$ cat src/rtl/pmem_arbiter_pkg.sv
// Shared types for the cache_sys physical-memory arbiter.
// Arbiter FSM states, grant owners and the pmem data width.
package pmem_arb_types;

    localparam int PMEM_DATA_W = 64;

    typedef enum logic [1:0] {
        IDLE    = 2'd0,
        GRANT_I = 2'd1,
        GRANT_D = 2'd2
    } arb_state_t;

    typedef enum logic {
        OWNER_I = 1'b0,
        OWNER_D = 1'b1
    } arb_owner_t;

endpackage

$ cat src/rtl/pmem_arbiter_beat_counter.sv
// Counts pmem response beats within one burst.
// last_beat is combinational so the FSM can leave its grant on that edge.
module burst_beat_counter #(
    parameter int BURST_LEN = 4
) (
    input  logic clk,
    input  logic rst,
    input  logic clr,
    input  logic inc,
    output logic last_beat
);

    localparam int CW = (BURST_LEN > 1) ? $clog2(BURST_LEN) : 1;
    localparam logic [CW-1:0] LAST = CW'(BURST_LEN - 1);

    logic [CW-1:0] cnt;

    assign last_beat = inc & (cnt == LAST);

    always_ff @(posedge clk or posedge rst) begin
        if (rst) begin
            cnt <= '0;
        end else if (clr || last_beat) begin
            cnt <= '0;
        end else if (inc) begin
            cnt <= cnt + 1'b1;
        end
    end

endmodule

$ cat src/rtl/pmem_arbiter.sv
// Shares one 64-bit pmem port between I-cache fills and D-cache fill/write-back.
// A grant is held for BURST_LEN response beats, then one idle bubble follows.
module pmem_arbiter
    import pmem_arb_types::*;
#(
    parameter int BURST_LEN   = 4,
    parameter bit DCACHE_PRIO = 1'b0
) (
    input  logic        clk,
    input  logic        rst,
    input  logic        i_read,
    input  logic [31:0] i_address,
    output logic [63:0] i_rdata,
    output logic        i_resp,
    input  logic        d_read,
    input  logic        d_write,
    input  logic [31:0] d_address,
    input  logic [63:0] d_wdata,
    output logic [63:0] d_rdata,
    output logic        d_resp,
    output logic        pmem_read,
    output logic        pmem_write,
    output logic [31:0] pmem_address,
    output logic [63:0] pmem_wdata,
    input  logic [63:0] pmem_rdata,
    input  logic        pmem_resp
);

    arb_state_t state;
    arb_state_t state_nx;
    arb_owner_t last_grant;

    logic d_req;
    logic in_grant;
    logic beat_inc;
    logic last_beat;
    logic pick_d;

    assign d_req    = d_read | d_write;
    assign in_grant = (state == GRANT_I) || (state == GRANT_D);
    assign beat_inc = pmem_resp & in_grant;

    // On a tie, round-robin hands the port to whoever did not own it last.
    assign pick_d = DCACHE_PRIO || (last_grant == OWNER_I);

    burst_beat_counter #(
        .BURST_LEN(BURST_LEN)
    ) u_beats (
        .clk      (clk),
        .rst      (rst),
        .clr      (~in_grant),
        .inc      (beat_inc),
        .last_beat(last_beat)
    );

    always_comb begin
        state_nx = state;
        unique case (state)
            IDLE: begin
                if (i_read && d_req) begin
                    state_nx = pick_d ? GRANT_D : GRANT_I;
                end else if (d_req) begin
                    state_nx = GRANT_D;
                end else if (i_read) begin
                    state_nx = GRANT_I;
                end
            end
            GRANT_I, GRANT_D: begin
                if (last_beat) begin
                    state_nx = IDLE;
                end
            end
            default: state_nx = IDLE;
        endcase
    end

    always_ff @(posedge clk or posedge rst) begin
        if (rst) begin
            state      <= IDLE;
            last_grant <= OWNER_I;
        end else begin
            state <= state_nx;
            if (last_beat) begin
                last_grant <= (state == GRANT_D) ? OWNER_D : OWNER_I;
            end
        end
    end

    always_comb begin
        pmem_read    = 1'b0;
        pmem_write   = 1'b0;
        pmem_address = '0;
        pmem_wdata   = '0;
        unique case (state)
            GRANT_I: begin
                pmem_read    = i_read;
                pmem_address = i_address;
            end
            GRANT_D: begin
                // A simultaneous read+write request is serviced as a write.
                pmem_read    = d_read & ~d_write;
                pmem_write   = d_write;
                pmem_address = d_address;
                pmem_wdata   = d_wdata;
            end
            default: begin
                pmem_read = 1'b0;
            end
        endcase
    end

    assign i_resp  = pmem_resp & (state == GRANT_I);
    assign d_resp  = pmem_resp & (state == GRANT_D);
    assign i_rdata = pmem_rdata;
    assign d_rdata = pmem_rdata;

endmodule

$ cat config.mk
export PLATFORM = sky130hd
export DESIGN_NAME = pmem_arbiter
export DESIGN_NICKNAME = d
export VERILOG_FILES = /design/src/rtl/pmem_arbiter_pkg.sv /design/src/rtl/pmem_arbiter_beat_counter.sv /design/src/rtl/pmem_arbiter.sv
export SDC_FILE = /design/constraint.sdc
export NUM_CORES = 1
export LEC_CHECK = 0
export ABC_AREA = 1
export BUFFER_PORTS_ARGS = -buffer_cell sky130_fd_sc_hd__buf_4
export CAP_MARGIN = 20
export CORE_AREA = 2 2 165 167
export CTS_BUF_LIST = sky130_fd_sc_hd__clkbuf_4 sky130_fd_sc_hd__clkbuf_8
export CTS_CLUSTER_SIZE = 40
export DETAILED_ROUTE_END_ITERATION = 8
export DIE_AREA = 0 0 167 169
export PLACE_DENSITY = 0.42
export SETUP_SLACK_MARGIN = 0.3
export SYNTH_ARGS = -nofsm -noshare
export SYNTH_HDL_FRONTEND = slang
export SYNTH_HIERARCHICAL = 1
export SYNTH_SLANG_ARGS = --single-unit
$ cat constraint.sdc
create_clock -name clk -period 3.2 [get_ports clk]
set_input_delay 0 -clock clk [delete_from_list [all_inputs] [get_ports clk]]
set_output_delay 0 -clock clk [all_outputs]
set_load 0.1 [all_outputs]
# [Word-level counts from Yosys, hierarchy flattened]
# Cells that the tools add are included.
[word_totals] output_inout_bits=228 in_bits=198 ff_bits=5 wordCells=37
[op_classes] n_addsub=1 reduce_logical=7 eq_ne=5 mux=13 bitwise=8
[op_table] cell="$mux 64" count=1
[op_table] cell="$pmux 32 s2" count=1
[op_table] cell="$mux 2" count=7
[op_table] cell="$and 1x1->1" count=5
[op_table] cell="$eq 2x2->1 const B" count=2
[op_table] cell="$ne 4x4->1 const B" count=1
[op_table] cell="$pmux 2 s2" count=1
[op_table] cell="$add 2x1->2 const B" count=1
[op_table] cell="$eq 2x1->1 const B" count=1
[op_table] cell="$logic_not 2->1" count=1
[op_table] cell="$logic_or 1x1->1" count=2
[op_table] cell="$mux 1" count=2
[op_table] cell="$ne 2x1->1 const B" count=1
[op_table] cell="$not 1->1" count=2
[op_table] cell="$pmux 1 s2" count=1
[op_table] cell="$reduce_and 2->1" count=1
[op_table] cell="$reduce_bool 2->1" count=1
[op_table] cell="$reduce_or 2->1" count=1
[op_table] cell="$logic_and 1x1->1" count=1
[op_table] cell="$or 1x1->1" count=1

# [Depth between registers and ports, before layout]
[depth] word_depth=6 depth_mapped=11 ltp_nobuf=11

# [By module]
# The synthesis kept the hierarchy.
[modules_own_cells] mod="pmem_arbiter" cells_per_inst=417 area_per_inst_um2=2280.9 seq_area_each_um2=75.1 n_inst=1
[modules_own_cells] mod="burst_beat_counter" cells_per_inst=17 area_per_inst_um2=116.4 seq_area_each_um2=50.0 n_inst=1

# [Worst setup path after synthesis]
# OpenSTA, ideal clock, no wires.
[synth_timing] path_kind="reg2out" startpoint="reg state[1]" endpoint="out pmem_address[11]" n_path_buf=1 stages_incl_launch_ff=6 arrival_ns=2.436 path_slack_ns=0.764 t_required_ns=3.200 path_cell_list="dfrtp_1 inv_1 ha_1 inv_2 buf_2 a21oi_1"
[synth_between] elab_chain_cells=2 elab_cells_between_ends=3 classes_between="eq/ne (2); mux (1)"
[synth_rtl] item="from (decl)" line="pmem_arbiter.sv:29" rtl="arb_state_t state;"
[synth_rtl] item="from (signal assigned)" line="pmem_arbiter.sv:82" rtl="state <= state_nx;"
[synth_rtl] item="$eq 2x2->1 or $eq 2x1->1 (tied branches)" line="pmem_arbiter.sv:94" rtl="unique case (state)"
[synth_rtl] item="$pmux 32 s2 (*)" line="pmem_arbiter.sv:94"
[synth_rtl] item="to (decl)" line="pmem_arbiter.sv:23" rtl="output logic [31:0] pmem_address,"
# Mark *: on every way between the ends. The rest lies on a longest branch, timed or not.

# [Worst setup path after layout]
[layout_timing] startpoint="reg state[0]" endpoint="out pmem_address[2]"
# The elaborated chain is that of the path after synthesis.

==> impl_results.rst <==
.. list-table::
   :header-rows: 1

   * - Metric
     - Value
   * - Post-place setup slack
     - between 1000 and 1500 ps
   * - Final critical delay including setup and external delays
     - roughly 2100 ps
   * - Core Box Area
     - approximately 0.027 mm²
   * - First-pass GRT wire length
     - 13.5 mm
   * - Fin Setup TNS
     - 0 ps
   * - Combined flip-flop and latch cell area
     - 125 µm²
   * - Remaining number of nets flagged by the antenna check after routing
     - 0
   * - Routability Congestion
     - 0.723
   * - Final cycle utilization of the critical path
     - 0.671
   * - Unrepaired setup endpoints after global routing
     - false
   * - Yosys reg bits
     - 5
   * - Path class of the lowest-slack min-delay path
     - in -> out
   * - Worst min-delay path endpoint
     - i_rdata[59]
   * - Cell area after synthesis
     - 0.00240 mm²
   * - Area share of the largest cell type after synthesis
     - 0.413
   * - Number of endpoints with negative hold slack in the final report
     - 0
   * - Later-pin clock latency in the skew report
     - 220 ps
   * - Multi-input gate area
     - around 870 µm²
   * - Num Clock Sinks
     - 5
   * - Max-slew violations
     - 0
   * - Start point of the worst hold path
     - pmem_rdata[59]
   * - Fraction of the yosys area taken by sequential cells
     - 0.0522
   * - Library cell used as clock root buffer
     - sky130_fd_sc_hd__clkbuf_8
   * - Area contributors post-synth
     - sky130_fd_sc_hd__buf_4 (41%), sky130_fd_sc_hd__nand2_1 (24%), sky130_fd_sc_hd__inv_1 (13%)
   * - Die outline width
     - 167 µm
   * - Setup Crit Path Kind
     - reg -> out
   * - Total Routing Usage GR
     - 0.0619
   * - Antenna Diode Count
     - 0
   * - H-tree level count
     - 1
   * - Worst setup margin
     - 1050 ps
   * - Worst hold slack
     - between 0.04 and 0.05 ps
   * - Setup-failing EPs final
     - 0
   * - Outcome
     - completed
   * - Clock tree from TritonCTS
     - done
   * - Sort of element at the end of the critical path
     - primary output
   * - Cell depth of the worst min-delay path
     - 0
   * - Wire length after detailed routing
     - 9.35 mm
   * - Worst vdd rail ir drop
     - 0.000400 V
   * - Share of layout cells above drive strength 1
     - 0.474
   * - Number of antenna violations at the first check in global routing
     - 0
   * - Clock skew after layout
     - 0.227 ps
   * - Total nets after synthesis
     - 637
   * - Commonest cells after routing, fill and taps aside
     - sky130_fd_sc_hd__buf_4 (239), sky130_fd_sc_hd__nand2_1 (153), sky130_fd_sc_hd__inv_1 (80)
   * - Router iterations before antenna repair
     - 4
   * - Starting Density
     - 0.0905
   * - Highest clock frequency the design can meet
     - 466 MHz
   * - Total leakage power
     - 2.26 nW
   * - WL per Instance
     - around 11 µm
   * - Maximum fanout along the worst path
     - 17
   * - # fillers
     - approximately 3100
   * - Depth of the most critical reg-to-reg path
     - 7
   * - Post-CTS sizing
     - 0
   * - Cell taking the most area after synthesis
     - sky130_fd_sc_hd__buf_4
   * - Maximum buffer depth of the clock tree
     - 2
   * - Vias in the first global route
     - 2502
   * - Critical Path Source Type
     - flip-flop
   * - Placed Cells
     - between 800 and 900
   * - Cells after Synth
     - roughly 430
   * - Capture instance of the worst register-to-register path
     - state[0]
   * - Count of buffers inserted at the top-level ports
     - 233
   * - Via density per instance
     - about 3.0
   * - Total overflow reported by the global router
     - 0
   * - Slack of the worst reg-to-reg path
     - 1370 ps
   * - Power per cell area
     - 1180 mW/mm²
   * - Worst slew margin
     - 0.533
   * - Count of unique library cells instantiated by Yosys
     - 13
   * - WP data required
     - 3200 ps
   * - Largest net degree at the start of global routing
     - 37
   * - Signed area change from the synthesized netlist to the final layout
     - 49.4%
   * - Total DRC errors in the routed layout
     - 0
   * - Ports
     - 426
   * - Number of DRC markers in iteration 0
     - 46
   * - Max-capacitance violation count
     - 0
   * - Per-instance average area after synthesis
     - 5.52 µm²
   * - Number of non-filler instances in the completed layout
     - 873
   * - TritonCTS buffer count
     - 3
   * - Clock transition at the register clock pins on the worst setup and hold paths after CTS
     - 40 ps
   * - Data arrival time of the worst path
     - 2150 ps
   * - Height of the die
     - 169 µm
   * - Vias
     - approximately 2600
   * - Overall die area
     - 0.0282 mm²
   * - FP Rows
     - 60
   * - DPL Wire Length
     - between 8 and 9 mm
   * - Worst reg2reg startpoint
     - state[1]
   * - Total number of nets in the final design
     - 736
   * - Yosys warning count
     - 6
   * - Most common cell after layout, fill and taps aside
     - sky130_fd_sc_hd__buf_4
   * - Transition time at the pin with the least slew margin
     - 701 ps
==> per-stage QoR <==
step / total power [mW] / area, µm² / utilization
after floorplan: 4.09 / 2400 / -
after global placement: 4.13 / 3520 / 0.133
after detailed placement: 4.12 / 3520 / 0.133
after CTS: 4.26 / 3580 / 0.135
after global routing: 4.43 / 3580 / 0.135
final: 4.21 / 3580 / 0.135
==> flip-flops by register name, indices dropped and copies added, names as in the netlist <==
| signal | cells |
|---|---|
| last_grant | 1 |
| u_beats/cnt | 2 |
| state | 2 |
==> layer usage <==
metal | wire length (µm) | track usage | share of wire
met1 | 3090 | 0.0592 | 0.33
met2 | 4330 | 0.101 | 0.46
met3 | 1460 | 0.0383 | 0.16
met4 | 478 | 0.0379 | 0.051
met5 | 0 | 0 | 0
==> worst max-delay path: stages, from the launching register on <==
cell and delay (ps):
sky130_fd_sc_hd__dfrtp_1 380, sky130_fd_sc_hd__inv_1 110, sky130_fd_sc_hd__ha_1 620, sky130_fd_sc_hd__buf_4 290, sky130_fd_sc_hd__nand2_1 60, sky130_fd_sc_hd__a21oi_1 130, sky130_fd_sc_hd__buf_4 320
==> layout make-up <==
cell class              instances  area share
well taps                     341       0.119
multi-input cells             201       0.242
inverters                      82      0.0860
flip-flops and latches          5      0.0349
clock buffers                   4      0.0136
repair buffers                240       0.504
==> worst max path at each step <==
| stage | slack (ps) | end | start |
|---|---|---|---|
| after floorplan | 760 | pmem_address[11] | state[1] |
| after global placement | 1240 | pmem_address[15] | state[1] |
| after detailed placement | 1240 | pmem_address[1] | state[0] |
| after CTS | 990 | pmem_address[1] | state[0] |
| after global routing | 830 | pmem_address[31] | state[0] |
| final | 1050 | pmem_address[2] | state[0] |
==> cells by family after synthesis <==
logic type	share of synthesized area
buffers and inverters	0.587
and+or+nand+nor	0.252
AOI/OAI and AO/OA	0.0830
adders and majority gates	0.0261
DFF	0.0522
==> Yosys cell counts <==
cell type,count
sky130_fd_sc_hd__a21oi_1,31
sky130_fd_sc_hd__a21oi_2,5
sky130_fd_sc_hd__buf_2,8
sky130_fd_sc_hd__buf_4,132
sky130_fd_sc_hd__buf_6,6
sky130_fd_sc_hd__dfrtp_1,5
sky130_fd_sc_hd__ha_1,5
sky130_fd_sc_hd__inv_1,80
sky130_fd_sc_hd__inv_2,2
sky130_fd_sc_hd__nand2_1,153
sky130_fd_sc_hd__nand2_2,1
sky130_fd_sc_hd__nand3_1,1
sky130_fd_sc_hd__nor2_1,5
==> what timing repair did <==
item / in CTS / in global routing
hold buffers: 1 / 0
endpoints found under the hold margin: 5 / 0
buffers inserted: 0 / 0
==> report_power, final <==
part	switching [mW]	total [mW]	internal, mW
logic	3.24	3.99	0.744
registers	0.0171	0.0993	0.0822
clock network	0.0332	0.127	0.0942
total	3.29	4.21	0.920
Power figures use the tool's default switching activity.
